==> config.mk <==
export PLATFORM = sky130hd
export DESIGN_NAME = multicycle_control_flat
export DESIGN_NICKNAME = d
export VERILOG_FILES = /design/src/rtl/multicycle_control_pkg.sv /design/src/rtl/multicycle_control_if.sv /design/src/rtl/multicycle_control_mem_timer.sv /design/src/rtl/multicycle_control.sv /design/src/flat_wrapper.sv
export SDC_FILE = /design/constraint.sdc
export NUM_CORES = 1
export LEC_CHECK = 0
export ABC_AREA = 1
export ABC_CLOCK_PERIOD_IN_PS = 1700
export CAP_MARGIN = 10
export CORE_MARGIN = 2
export CORE_UTILIZATION = 39
export DETAILED_ROUTE_END_ITERATION = 8
export GPL_ROUTABILITY_DRIVEN = 0
export PLACE_DENSITY = 0.77
export SYNTH_ARGS = -nofsm -noshare
export SYNTH_HDL_FRONTEND = slang
export SYNTH_HIERARCHICAL = 1
export SYNTH_SLANG_ARGS = --single-unit
==> constraint.sdc <==
create_clock -name clk -period 1.7 [get_ports clk]
set_input_delay 0.17 -clock clk [delete_from_list [all_inputs] [get_ports clk]]
set_output_delay 0.17 -clock clk [all_outputs]
set_load 0.02 [all_outputs]
==> src/rtl/multicycle_control_pkg.sv <==
// Shared constants for the multicycle MIPS control unit: opcode and funct
// values, ALUOp codes, datapath select encodings and the FSM state encoding.
package mips_ctrl_pkg;

    localparam logic [5:0] OP_RTYPE = 6'h00;
    localparam logic [5:0] OP_J     = 6'h02;
    localparam logic [5:0] OP_JAL   = 6'h03;
    localparam logic [5:0] OP_BEQ   = 6'h04;
    localparam logic [5:0] OP_BNE   = 6'h05;
    localparam logic [5:0] OP_ADDI  = 6'h08;
    localparam logic [5:0] OP_ANDI  = 6'h0C;
    localparam logic [5:0] OP_ORI   = 6'h0D;
    localparam logic [5:0] OP_LUI   = 6'h0F;
    localparam logic [5:0] OP_LW    = 6'h23;
    localparam logic [5:0] OP_SW    = 6'h2B;

    localparam logic [5:0] FUNCT_JR = 6'h08;

    // 3-bit ALU codes; zero-extended to the configured ALUOp width.
    localparam logic [2:0] ALU_NONE  = 3'b000;
    localparam logic [2:0] ALU_SUB   = 3'b001;
    localparam logic [2:0] ALU_AND   = 3'b010;
    localparam logic [2:0] ALU_ADD   = 3'b100;
    localparam logic [2:0] ALU_OR    = 3'b101;
    localparam logic [2:0] ALU_LUI   = 3'b110;
    localparam logic [2:0] ALU_RTYPE = 3'b111;

    localparam logic [1:0] WB_ALUOUT = 2'b00;
    localparam logic [1:0] WB_MDR    = 2'b01;
    localparam logic [1:0] WB_PC     = 2'b10;

    localparam logic [1:0] DST_RT    = 2'b00;
    localparam logic [1:0] DST_RD    = 2'b01;
    localparam logic [1:0] DST_RA    = 2'b10;

    localparam logic [1:0] SRCB_REGB = 2'b00;
    localparam logic [1:0] SRCB_FOUR = 2'b01;
    localparam logic [1:0] SRCB_IMM  = 2'b10;
    localparam logic [1:0] SRCB_IMM4 = 2'b11;

    localparam logic [1:0] PCSRC_ALU    = 2'b00;
    localparam logic [1:0] PCSRC_ALUOUT = 2'b01;
    localparam logic [1:0] PCSRC_JUMP   = 2'b10;
    localparam logic [1:0] PCSRC_REGA   = 2'b11;

    typedef enum logic [3:0] {
        ST_IDLE     = 4'd0,
        ST_FETCH    = 4'd1,
        ST_DECODE   = 4'd2,
        ST_MEM_ADDR = 4'd3,
        ST_MEM_RD   = 4'd4,
        ST_MEM_WB   = 4'd5,
        ST_MEM_WR   = 4'd6,
        ST_EXEC_R   = 4'd7,
        ST_WB_R     = 4'd8,
        ST_EXEC_I   = 4'd9,
        ST_WB_I     = 4'd10,
        ST_BRANCH   = 4'd11,
        ST_JUMP     = 4'd12,
        ST_JAL      = 4'd13,
        ST_JR       = 4'd14,
        ST_HALT     = 4'd15
    } state_e;

    // Smallest counter width that can hold the timeout limit (at least 1 bit).
    function automatic int timer_width(input int limit);
        return (limit < 1) ? 1 : $clog2(limit + 1);
    endfunction

endpackage

==> src/rtl/multicycle_control_if.sv <==
// Instruction-field inputs, memory handshake and datapath control outputs of
// the multicycle control unit. master = controller, slave = datapath side.
interface multicycle_control_if #(
    parameter int ALUOP_WIDTH = 4
);
    logic [5:0]             OP;
    logic [5:0]             Funct;
    logic                   MemReady;

    logic                   PCWrite;
    logic                   BranchEQ;
    logic                   BranchNE;
    logic                   IorD;
    logic                   MemRead;
    logic                   MemWrite;
    logic                   IRWrite;
    logic                   ALUSrcA;
    logic                   RegWrite;
    logic [1:0]             MemtoReg;
    logic [1:0]             RegDst;
    logic [1:0]             ALUSrcB;
    logic [1:0]             PCSource;
    logic [ALUOP_WIDTH-1:0] ALUOp;
    logic                   IllegalOp;
    logic                   MemFault;
    logic [3:0]             State;

    modport master (
        input  OP, Funct, MemReady,
        output PCWrite, BranchEQ, BranchNE, IorD, MemRead, MemWrite, IRWrite,
               ALUSrcA, RegWrite, MemtoReg, RegDst, ALUSrcB, PCSource, ALUOp,
               IllegalOp, MemFault, State
    );

    modport slave (
        output OP, Funct, MemReady,
        input  PCWrite, BranchEQ, BranchNE, IorD, MemRead, MemWrite, IRWrite,
               ALUSrcA, RegWrite, MemtoReg, RegDst, ALUSrcB, PCSource, ALUOp,
               IllegalOp, MemFault, State
    );
endinterface

==> src/rtl/multicycle_control_mem_timer.sv <==
// Memory wait-cycle counter. Counts cycles spent stalled in a memory state and
// flags a timeout on the stall cycle that brings the count to MEM_TIMEOUT.
module control_mem_timer
    import mips_ctrl_pkg::*;
#(
    parameter int MEM_TIMEOUT = 0
) (
    input  logic clk,
    input  logic reset,
    input  logic wait_i,
    input  logic ready_i,
    output logic timeout_o
);

    localparam int              CNT_W   = timer_width(MEM_TIMEOUT);
    localparam logic [CNT_W-1:0] CNT_MAX = {CNT_W{1'b1}};
    localparam logic [CNT_W-1:0] LAST    = CNT_W'((MEM_TIMEOUT > 0) ? MEM_TIMEOUT - 1 : 0);

    logic [CNT_W-1:0] cnt_q;
    logic [CNT_W-1:0] cnt_d;

    // A memory state is only held while MemReady is low, so any other cycle
    // clears the count; every entry into a wait state therefore starts at 0.
    always_comb begin
        cnt_d = '0;
        if (wait_i && !ready_i) begin
            cnt_d = (cnt_q == CNT_MAX) ? cnt_q : cnt_q + CNT_W'(1);
        end
    end

    // Count register.
    always_ff @(posedge clk or posedge reset) begin
        if (reset) begin
            cnt_q <= '0;
        end else begin
            cnt_q <= cnt_d;
        end
    end

    assign timeout_o = (MEM_TIMEOUT > 0) && wait_i && !ready_i && (cnt_q >= LAST);

endmodule

==> src/rtl/multicycle_control.sv <==
// Moore control FSM for a multicycle MIPS datapath.
//
//   state    | meaning
//   ---------+-----------------------------------------------
//   IDLE     | after reset, no strobes
//   FETCH    | read instruction, PC+4, wait for MemReady
//   DECODE   | branch target into ALUOut, dispatch on OP/Funct
//   MEM_ADDR | compute load/store address
//   MEM_RD   | load data read, wait for MemReady
//   MEM_WB   | write loaded data to rt
//   MEM_WR   | store, wait for MemReady
//   EXEC_R   | R-type ALU operation
//   WB_R     | write ALU result to rd
//   EXEC_I   | immediate ALU operation
//   WB_I     | write ALU result to rt
//   BRANCH   | compare and conditionally take BEQ/BNE
//   JUMP     | load jump target
//   JAL      | load jump target, link PC into $ra
//   JR       | load PC from regA
//   HALT     | illegal opcode or memory timeout, until reset
module multicycle_control
    import mips_ctrl_pkg::*;
#(
    parameter int ALUOP_WIDTH = 4,
    parameter int MEM_TIMEOUT = 0
) (
    input  logic                 clk,
    input  logic                 reset,
    multicycle_control_if.master bus
);

    state_e     state_q;
    state_e     state_d;
    logic       illegal_q;
    logic       illegal_d;
    logic       fault_q;
    logic       fault_d;
    logic       in_wait;
    logic       timeout;

    logic       pc_write;
    logic       branch_eq;
    logic       branch_ne;
    logic       iord;
    logic       mem_read;
    logic       mem_write;
    logic       ir_write;
    logic       alu_src_a;
    logic       reg_write;
    logic [1:0] memto_reg;
    logic [1:0] reg_dst;
    logic [1:0] alu_src_b;
    logic [1:0] pc_source;
    logic [2:0] alu_code;

    assign in_wait = (state_q == ST_FETCH) || (state_q == ST_MEM_RD) || (state_q == ST_MEM_WR);

    control_mem_timer #(
        .MEM_TIMEOUT(MEM_TIMEOUT)
    ) u_timer (
        .clk      (clk),
        .reset    (reset),
        .wait_i   (in_wait),
        .ready_i  (bus.MemReady),
        .timeout_o(timeout)
    );

    // State and sticky fault flags.
    always_ff @(posedge clk or posedge reset) begin
        if (reset) begin
            state_q   <= ST_IDLE;
            illegal_q <= 1'b0;
            fault_q   <= 1'b0;
        end else begin
            state_q   <= state_d;
            illegal_q <= illegal_d;
            fault_q   <= fault_d;
        end
    end

    // Next-state and per-state datapath controls.
    always_comb begin
        state_d   = state_q;
        illegal_d = illegal_q;
        fault_d   = fault_q;
        pc_write  = 1'b0;
        branch_eq = 1'b0;
        branch_ne = 1'b0;
        iord      = 1'b0;
        mem_read  = 1'b0;
        mem_write = 1'b0;
        ir_write  = 1'b0;
        alu_src_a = 1'b0;
        reg_write = 1'b0;
        memto_reg = WB_ALUOUT;
        reg_dst   = DST_RT;
        alu_src_b = SRCB_REGB;
        pc_source = PCSRC_ALU;
        alu_code  = ALU_NONE;

        case (state_q)
            ST_IDLE: begin
                state_d = ST_FETCH;
            end
            ST_FETCH: begin
                mem_read  = 1'b1;
                alu_src_b = SRCB_FOUR;
                alu_code  = ALU_ADD;
                ir_write  = bus.MemReady;
                pc_write  = bus.MemReady;
                // A completing access takes priority over a timeout in the same cycle.
                if (bus.MemReady) begin
                    state_d = ST_DECODE;
                end else if (timeout) begin
                    state_d = ST_HALT;
                    fault_d = 1'b1;
                end
            end
            ST_DECODE: begin
                alu_src_b = SRCB_IMM4;
                alu_code  = ALU_ADD;
                case (bus.OP)
                    OP_LW, OP_SW:                     state_d = ST_MEM_ADDR;
                    OP_ADDI, OP_ORI, OP_ANDI, OP_LUI: state_d = ST_EXEC_I;
                    OP_BEQ, OP_BNE:                   state_d = ST_BRANCH;
                    OP_J:                             state_d = ST_JUMP;
                    OP_JAL:                           state_d = ST_JAL;
                    OP_RTYPE: begin
                        state_d = (bus.Funct == FUNCT_JR) ? ST_JR : ST_EXEC_R;
                    end
                    default: begin
                        state_d   = ST_HALT;
                        illegal_d = 1'b1;
                    end
                endcase
            end
            ST_MEM_ADDR: begin
                alu_src_a = 1'b1;
                alu_src_b = SRCB_IMM;
                alu_code  = ALU_ADD;
                state_d   = (bus.OP == OP_SW) ? ST_MEM_WR : ST_MEM_RD;
            end
            ST_MEM_RD: begin
                mem_read = 1'b1;
                iord     = 1'b1;
                if (bus.MemReady) begin
                    state_d = ST_MEM_WB;
                end else if (timeout) begin
                    state_d = ST_HALT;
                    fault_d = 1'b1;
                end
            end
            ST_MEM_WB: begin
                reg_write = 1'b1;
                memto_reg = WB_MDR;
                reg_dst   = DST_RT;
                state_d   = ST_FETCH;
            end
            ST_MEM_WR: begin
                mem_write = 1'b1;
                iord      = 1'b1;
                if (bus.MemReady) begin
                    state_d = ST_FETCH;
                end else if (timeout) begin
                    state_d = ST_HALT;
                    fault_d = 1'b1;
                end
            end
            ST_EXEC_R: begin
                alu_src_a = 1'b1;
                alu_src_b = SRCB_REGB;
                alu_code  = ALU_RTYPE;
                state_d   = ST_WB_R;
            end
            ST_WB_R: begin
                reg_write = 1'b1;
                reg_dst   = DST_RD;
                memto_reg = WB_ALUOUT;
                state_d   = ST_FETCH;
            end
            ST_EXEC_I: begin
                alu_src_a = 1'b1;
                alu_src_b = SRCB_IMM;
                case (bus.OP)
                    OP_ORI:  alu_code = ALU_OR;
                    OP_ANDI: alu_code = ALU_AND;
                    OP_LUI:  alu_code = ALU_LUI;
                    default: alu_code = ALU_ADD;
                endcase
                state_d = ST_WB_I;
            end
            ST_WB_I: begin
                reg_write = 1'b1;
                reg_dst   = DST_RT;
                state_d   = ST_FETCH;
            end
            ST_BRANCH: begin
                alu_src_a = 1'b1;
                alu_src_b = SRCB_REGB;
                alu_code  = ALU_SUB;
                pc_source = PCSRC_ALUOUT;
                branch_eq = (bus.OP == OP_BEQ);
                branch_ne = (bus.OP == OP_BNE);
                state_d   = ST_FETCH;
            end
            ST_JUMP: begin
                pc_write  = 1'b1;
                pc_source = PCSRC_JUMP;
                state_d   = ST_FETCH;
            end
            ST_JAL: begin
                pc_write  = 1'b1;
                pc_source = PCSRC_JUMP;
                reg_write = 1'b1;
                reg_dst   = DST_RA;
                memto_reg = WB_PC;
                state_d   = ST_FETCH;
            end
            ST_JR: begin
                pc_write  = 1'b1;
                pc_source = PCSRC_REGA;
                state_d   = ST_FETCH;
            end
            ST_HALT: begin
                state_d = ST_HALT;
            end
            default: begin
                state_d = ST_IDLE;
            end
        endcase
    end

    assign bus.PCWrite   = pc_write;
    assign bus.BranchEQ  = branch_eq;
    assign bus.BranchNE  = branch_ne;
    assign bus.IorD      = iord;
    assign bus.MemRead   = mem_read;
    assign bus.MemWrite  = mem_write;
    assign bus.IRWrite   = ir_write;
    assign bus.ALUSrcA   = alu_src_a;
    assign bus.RegWrite  = reg_write;
    assign bus.MemtoReg  = memto_reg;
    assign bus.RegDst    = reg_dst;
    assign bus.ALUSrcB   = alu_src_b;
    assign bus.PCSource  = pc_source;
    assign bus.ALUOp     = ALUOP_WIDTH'(alu_code);
    assign bus.IllegalOp = illegal_q;
    assign bus.MemFault  = fault_q;
    assign bus.State     = state_q;

endmodule

==> src/flat_wrapper.sv <==
// flat-port wrapper written by rule: the top's interface ports become plain ports
module multicycle_control_flat import mips_ctrl_pkg::*;
#(
    parameter int ALUOP_WIDTH = 4,
    parameter int MEM_TIMEOUT = 0
)
  (clk, reset, bus_OP, bus_Funct, bus_MemReady, bus_PCWrite, bus_BranchEQ, bus_BranchNE, bus_IorD, bus_MemRead, bus_MemWrite, bus_IRWrite, bus_ALUSrcA, bus_RegWrite, bus_MemtoReg, bus_RegDst, bus_ALUSrcB, bus_PCSource, bus_ALUOp, bus_IllegalOp, bus_MemFault, bus_State);
  multicycle_control_if #(.ALUOP_WIDTH(ALUOP_WIDTH)) bus_i ();
  input  logic clk;
  input  logic reset;
  input wire logic [$bits(bus_i.OP)-1:0] bus_OP;
  input wire logic [$bits(bus_i.Funct)-1:0] bus_Funct;
  input wire logic [$bits(bus_i.MemReady)-1:0] bus_MemReady;
  output wire logic [$bits(bus_i.PCWrite)-1:0] bus_PCWrite;
  output wire logic [$bits(bus_i.BranchEQ)-1:0] bus_BranchEQ;
  output wire logic [$bits(bus_i.BranchNE)-1:0] bus_BranchNE;
  output wire logic [$bits(bus_i.IorD)-1:0] bus_IorD;
  output wire logic [$bits(bus_i.MemRead)-1:0] bus_MemRead;
  output wire logic [$bits(bus_i.MemWrite)-1:0] bus_MemWrite;
  output wire logic [$bits(bus_i.IRWrite)-1:0] bus_IRWrite;
  output wire logic [$bits(bus_i.ALUSrcA)-1:0] bus_ALUSrcA;
  output wire logic [$bits(bus_i.RegWrite)-1:0] bus_RegWrite;
  output wire logic [$bits(bus_i.MemtoReg)-1:0] bus_MemtoReg;
  output wire logic [$bits(bus_i.RegDst)-1:0] bus_RegDst;
  output wire logic [$bits(bus_i.ALUSrcB)-1:0] bus_ALUSrcB;
  output wire logic [$bits(bus_i.PCSource)-1:0] bus_PCSource;
  output wire logic [$bits(bus_i.ALUOp)-1:0] bus_ALUOp;
  output wire logic [$bits(bus_i.IllegalOp)-1:0] bus_IllegalOp;
  output wire logic [$bits(bus_i.MemFault)-1:0] bus_MemFault;
  output wire logic [$bits(bus_i.State)-1:0] bus_State;
  assign bus_i.OP = bus_OP;
  assign bus_i.Funct = bus_Funct;
  assign bus_i.MemReady = bus_MemReady;
  assign bus_PCWrite = bus_i.PCWrite;
  assign bus_BranchEQ = bus_i.BranchEQ;
  assign bus_BranchNE = bus_i.BranchNE;
  assign bus_IorD = bus_i.IorD;
  assign bus_MemRead = bus_i.MemRead;
  assign bus_MemWrite = bus_i.MemWrite;
  assign bus_IRWrite = bus_i.IRWrite;
  assign bus_ALUSrcA = bus_i.ALUSrcA;
  assign bus_RegWrite = bus_i.RegWrite;
  assign bus_MemtoReg = bus_i.MemtoReg;
  assign bus_RegDst = bus_i.RegDst;
  assign bus_ALUSrcB = bus_i.ALUSrcB;
  assign bus_PCSource = bus_i.PCSource;
  assign bus_ALUOp = bus_i.ALUOp;
  assign bus_IllegalOp = bus_i.IllegalOp;
  assign bus_MemFault = bus_i.MemFault;
  assign bus_State = bus_i.State;
  multicycle_control #(.ALUOP_WIDTH(ALUOP_WIDTH), .MEM_TIMEOUT(MEM_TIMEOUT)) u_core (.clk(clk), .reset(reset), .bus(bus_i));
endmodule
==> impl_metrics.sql <==
INSERT INTO impl_metrics (metric_group, metric, value, unit) VALUES
('run_status', 'run_status', 'completed', ''),
('cts', 'clock_path_buffers', '2', ''),
('pwr', 'power_dens_cells', '1500', 'nW/µm²'),
('cts', 'clock_latency', '230', 'ps'),
('critical_path', 'largest_driver_fanout_on_the_critical_path', '4', ''),
('sta', 'timing.final.max_slew_violations', '0', ''),
('grt', 'grt_pass1_vias', '1097', ''),
('critical_path', 'crit_slowest_cell', 'sky130_fd_sc_hd__dfrtp_1', ''),
('synth', 'synth_seq_area_share', '0.186', ''),
('route', 'detail_route.wirelength', '2.67', 'mm'),
('cts', 'cts.clk_slew.worst_paths', '40', 'ps'),
('synth', 'synth_top_family_by_area', 'simple AND/OR/NAND/NOR gates', ''),
('route', 'first_iter_violations', '30', ''),
('sta', 'setup_tns', '0', 'ps'),
('synth', 'synthSimpleGateAreaFrac', '0.494', ''),
('run', 'timing.max_cap.violations', '0', ''),
('sta', 'timing.final.hold_violations', '0', ''),
('synth', 'cells_taking_the_most_area_after_synthesis', 'sky130_fd_sc_hd__dfrtp_1, sky130_fd_sc_hd__nor2_1, sky130_fd_sc_hd__nand2_1, sky130_fd_sc_hd__nand3_1, sky130_fd_sc_hd__inv_1', ''),
('grt', 'grt_antenna_before_repair', '0', ''),
('synth', 'mappedNetlistNets', '167', ''),
('route', 'count_of_tritonroute_iterations_in_the_first_routing_pass', '4', ''),
('critical_path', 'cp_cell_sequence', 'inv_1, nor2_1, inv_1, nor2_4, buf_4, nand2_1, nand2_1, clkdlybuf4s15_2', ''),
('critical_path', 'critical_path_end_type', 'output pin', ''),
('pwr', 'leakagePower', '0.789', 'nW'),
('die', 'design.die.area', '2450', 'µm²'),
('sta', 'finalSetupViolCount', '0', ''),
('die', 'initial_utilization', '0.411', ''),
('die', 'std_cell_rows', '16', ''),
('die', 'fp.dieH', '49.5', 'µm'),
('critical_path', 'r2r_end', 'u_core/bus.State[3]', ''),
('critical_path', 'critical_path_type', 'flip-flop to output pin', ''),
('synth', 'mapped_avg_cell_area', '5.30', 'µm²'),
('place', 'dp_cells', '244', ''),
('synth', 'number_of_different_library_cells_in_the_post_synthesis_netlist', '21', ''),
('synth', 'ys_seq_elements', '6', ''),
('sta', 'worst_clock_skew', '3.31', 'ps'),
('synth', 'ys_warns', '6', ''),
('cts', 'cts_tree', 'done', ''),
('route', 'detail_route.vias_per_cell', '4.76', ''),
('sta', 'timing.final.crit_share', '0.970', ''),
('grt', 'grt_util_all_layers', '0.231', ''),
('critical_path', 'crit_arrival', '1480', 'ps'),
('place', 'hpwl', '2.34', 'mm'),
('critical_path', 'cp_data_required_time', '1530', 'ps'),
('layout', 'final_net_count', '237', ''),
('place', 'port_buffers', '40', ''),
('synth', 'synthCells', '152', ''),
('sta', 'final_period_minus_worst_setup_slack', '1650', 'ps'),
('cts', 'clock_sink_count', '6', ''),
('synth', 'synth_largest_type_area_fraction', '0.186', ''),
('critical_path', 'startpoint_type', 'flip-flop', ''),
('die', 'ios', '42', ''),
('synth', 'synth-xor-area-share', '0', ''),
('synth', 'post_synth_instance_area', '806', 'µm²'),
('sta', 'max_freq', '606', 'MHz'),
('critical_path', 'worst_path_largest_cell_delay', '380', 'ps'),
('route', 'route.antenna.remaining_nets', '0', ''),
('synth', 'synth.area.mux_share', '0', ''),
('grt', 'largest_net_degree_at_the_start_of_global_routing', '9', ''),
('sta', 'unrepaired_setup_endpoints_after_global_routing', 'yes', ''),
('cts', 'ctsHtreeMaxLevel', '1', ''),
('synth', 'synth_adder_area_share', '0', ''),
('route', 'drc_errors', '0', ''),
('place', 'pre_cts_ws', '-308', 'ps'),
('sta', 'final.hold.worst_slack', '155', 'ps'),
('critical_path', 'crit-reg2reg-launch', 'u_core/bus.State[2]', ''),
('route', 'dr_total_vias', '1176', ''),
('layout', 'layoutNonFillerInstCount', '247', ''),
('route', 'routed_wire_length_per_instance', '10.8', 'µm'),
('cts', 'cts_made_buffers', '3', ''),
('synth', 'synth-compound-area-share', '0.148', '');
==> repair_timing <==
action                     4_1_cts  5_1_grt
setup endpoints to repair       20       18
setup buffers                    0        0
resized for setup               45       29
pin swaps                        0        0
==> critical path, delay by kind of cell, from the launching register on <==
| family | cells | cell delay, ps |
|---|---|---|
| and+or+nand+nor | 4 | 320 |
| DFF | 1 | 380 |
| buffers and inverters | 4 | 530 |
==> cells by family (layout without fill, tap and decap cells) <==
logic type             Yosys count  after routing
AND/OR/NAND/NOR                 91             91
AO/OA/AOI/OAI                   20             20
flip-flops                       6              6
other                            2              2
buffers and inverters           33            101
==> cell usage in the layout (no fill, tap or decap), types with 6 or more instances in the layout <==
cell type / netlist / layout
sky130_fd_sc_hd__nor2_1: 38 / 35
sky130_fd_sc_hd__buf_4: 2 / 28
sky130_fd_sc_hd__nand2_1: 26 / 24
sky130_fd_sc_hd__inv_1: 24 / 23
sky130_fd_sc_hd__clkdlybuf4s50_1: 0 / 19
sky130_fd_sc_hd__nand3_1: 18 / 18
sky130_fd_sc_hd__clkbuf_2: 0 / 8
sky130_fd_sc_hd__inv_2: 6 / 7
sky130_fd_sc_hd__a21oi_1: 6 / 6
sky130_fd_sc_hd__o21ai_0: 6 / 6
==> synth_stat cells (all sizes together) <==
cell,n
a21oi,6
o221ai,1
o211ai,3
o31ai,1
buf,2
conb,2
dfrtp,6
nand2,28
o22ai,2
nand3,19
nor2,42
o21ai,6
a21o,1
inv,30
nor3,2
clkinv,1
==> per-stage QoR <==
step	instance area, µm²	power [W]
floorplan	806	0.00116
global placement	1430	0.00203
detailed placement	1430	0.00206
CTS	1440	0.00211
global route	1420	0.00230
finish	1420	0.00213
==> flip-flops by register name, summed over array words and instances, names as in the netlist <==
name and flops:
u_core/bus.MemFault 1, u_core/bus.State 4, u_core/bus.IllegalOp 1
==> per-layer routing <==
metal,share of wire,vias to the layer above,routed length (µm),track usage
li1,-,610,-,-
met1,0.45,527,1200,0.291
met2,0.49,37,1310,0.428
met3,0.051,2,136,0.0212
met4,0.0079,0,21,0.0417
met5,0,-,0,0
==> cell type report <==
| type | instances | area [µm²] | share of cell area |
|---|---|---|---|
| clock buffers | 3 | 22.5 | 0.0159 |
| inverters | 31 | 116 | 0.0819 |
| multi-input cells | 113 | 552 | 0.389 |
| flip-flops and latches | 6 | 151 | 0.107 |
| well taps | 27 | 33.8 | 0.0238 |
| repair buffers | 67 | 544 | 0.383 |
==> worst max-delay path by stage <==
stage	start	endpoint	slack [ps]	cells past startpoint
floorplan	u_core/bus.State[3]	bus_ALUOp[0]	110	6
global placement	bus_OP[0]	bus_ALUOp[0]	-230	6
detailed placement	bus_OP[1]	bus_ALUOp[1]	-310	7
CTS	u_core/bus.State[3]	bus_RegDst[0]	5	6
global route	bus_OP[1]	bus_ALUOp[1]	-30	7
finish	u_core/bus.State[3]	bus_ALUOp[1]	50	8
==> where the power goes <==
group	switching, W	internal (W)
Clock	0.0000446	0.0000794
Combinational	0.00100	0.000724
Sequential	0.0000706	0.000206
Total	0.00112	0.00101
Note: power is estimated with default switching activity, not from simulation.
==> edit, RTL diff (same flow settings) <==
`ALUOP_WIDTH` is set to 4 in 3 places; all go to 6.
--- a/src/rtl/multicycle_control_if.sv
+++ b/src/rtl/multicycle_control_if.sv
@@ -2,5 +2,5 @@
 // the multicycle control unit. master = controller, slave = datapath side.
 interface multicycle_control_if #(
-    parameter int ALUOP_WIDTH = 4
+    parameter int ALUOP_WIDTH = 6
 );
     logic [5:0]             OP;
--- a/src/rtl/multicycle_control.sv
+++ b/src/rtl/multicycle_control.sv
@@ -22,5 +22,5 @@
     import mips_ctrl_pkg::*;
 #(
-    parameter int ALUOP_WIDTH = 4,
+    parameter int ALUOP_WIDTH = 6,
     parameter int MEM_TIMEOUT = 0
 ) (
--- a/src/flat_wrapper.sv
+++ b/src/flat_wrapper.sv
@@ -2,5 +2,5 @@
 module multicycle_control_flat import mips_ctrl_pkg::*;
 #(
-    parameter int ALUOP_WIDTH = 4,
+    parameter int ALUOP_WIDTH = 6,
     parameter int MEM_TIMEOUT = 0
 )
Ports: changed (resized bus_ALUOp); port bits go from 42 to 44. No check against the original RTL was run, so the function may have changed too.
==> edit against the original RTL <==
Synthesized area up 1.9%. Wire length up 1.6%. Sequential cell count unchanged. Sequential share of layout area up 0.076 points. Critical endpoint is now bus_MemRead. Count of clock-buffer cells in the layout unchanged. Total power up 0.11%. Design area down 0.70%. Critical path depth down 2. Worst setup slack worse by 16 ps. Hold slack worse by 7.4 ps.
==> edit: results (changes against the original RTL) <==
status=finished, final reports clean (unchanged); sequential area share after synthesis=18.29% (was 18.63%); Commonest cells post-synth=38 x nor2_1, 26 x nand2_1, 24 x inv_1 (unchanged); crit path capture=bus_MemRead (was bus_ALUOp[1]); vias in the first global route=1108 (was 1097); peak supply drop=0.9109 mV (was 0.9019 mV); largest net degree at the start of global routing=8 (was 9); switching fraction of total power=52.09% (was 52.60%); worst-path fanout max=5 (was 4); CTS Buffer Depth=2 (unchanged); All-Layer GR Usage=23.68% (was 23.06%); Post-synth EDFFs=0 (unchanged); Synth area leaders=dfrtp_1 18%, nor2_1 17%, nand2_1 12% (was dfrtp_1 19%, nor2_1 18%, nand2_1 12%); Reg2Reg Capture Point=u_core/bus.State[3]$_DFF_PP0_ (unchanged); Final Skew=0.5685 ps (was 3.313 ps); CTS root buf=clkbuf_4 (unchanged); htree depth=1 (unchanged); first-pass GRT wire length=4705 um (was 4636 um); period utilization=97.92% (was 96.99%); Final nets=240 (was 237); reg-to-reg setup timing slack=140 ps; FILL cells=174 (was 198); Initial DRC Count=42 (was 30); dpl hpwl=2235 um (was 2339 um); dpl ws=-321.5 ps (was -308.2 ps); DP Area=0.001435 mm2 (was 0.001428 mm2); Static Leak=0.7960 nW (was 0.7889 nW); vias=1189 (was 1176); routed length per instance=10.84 um (was 10.80 um); layout cells sized above 1=30.49% (was 30.00%)
-- edit: cell types whose count changed after synthesis, sizes merged --
cell	before	now
buf	2	4
-- edit: how the worst min path moves through the flow --
stage / to / slack (ps) / startpoint / cells past startpoint
5_1_grt: u_core/bus.State[0]$_DFF_PP0_ / 190 / reset / 2
3_5_place_dp: u_core/bus.State[2]$_DFF_PP0_ / 400 / reset / 2
4_1_cts: u_core/bus.IllegalOp$_DFFE_PP0P_ / 150 / reset / 2
2_1_floorplan: u_core/bus.IllegalOp$_DFFE_PP0P_ / -40 / reset / 1
6_report: u_core/bus.State[0]$_DFF_PP0_ / 150 / reset / 2
3_3_place_gp: u_core/bus.State[0]$_DFF_PP0_ / 390 / reset / 2
-- edit: what timing repair did --
item                                    in CTS  in global routing
gates resized for setup                     55                 20
pin swaps                                    1                  0
buffers inserted                             1                  0
endpoints found under the setup margin      20                 19
-- edit: cell families (layout without fill, tap and decap cells) --
logic type	Yosys count	after routing	share of synthesized area, %
and+or+nand+nor	91	91	48.48
buffers and inverters	35	102	17.84
AOI/OAI and AO/OA	20	20	14.48
DFF	6	6	18.29
other	2	4	0.9150
-- edit: worst max-delay path, cell delays in order (launching register included) --
cell and delay, ps:
dfrtp_1 400, buf_4 170, nand2_1 140, inv_1 120, nand3_1 100, nand2_1 80
clkdlybuf4s15_2 250
-- edit: power groups by stage --
stage | Clock [W] | Combinational [W] | Sequential [W]
after detailed placement | 0 | 0.00181 | 0.000263
after floorplan | 0 | 0.000812 | 0.000354
after global placement | 0 | 0.00179 | 0.000263
after CTS | 0.000135 | 0.00172 | 0.000263
after global routing | 0.000142 | 0.00189 | 0.000276
final | 0.000129 | 0.00174 | 0.000266
-- edit: stage by stage --
step / setup TNS [ps] / instances / power (W)
after detailed placement: -2173 / 246 / 0.002071
after floorplan: 0 / 156 / 0.001166
after global placement: -1794 / 246 / 0.002054
after CTS: -40.73 / 250 / 0.002117
after global routing: -167.8 / 250 / 0.002310
final: 0 / 250 / 0.002131
-- edit: layout make-up --
class                   count  share of cell area [%]
multi-input cells         115                   38.95
repair buffers             68                   38.07
flip-flops and latches      6                   10.74
inverters                  31                   8.252
well taps                  27                   2.396
clock buffers               3                   1.597
-- edit: routing by layer --
layer	vias to the layer above	global-route usage [%]	share of wire, %
met1	523	31.89	45
met3	4	2.424	5.9
li1	614	-	-
met2	48	37.78	48
met4	0	11.11	1.1
met5	-	0	0
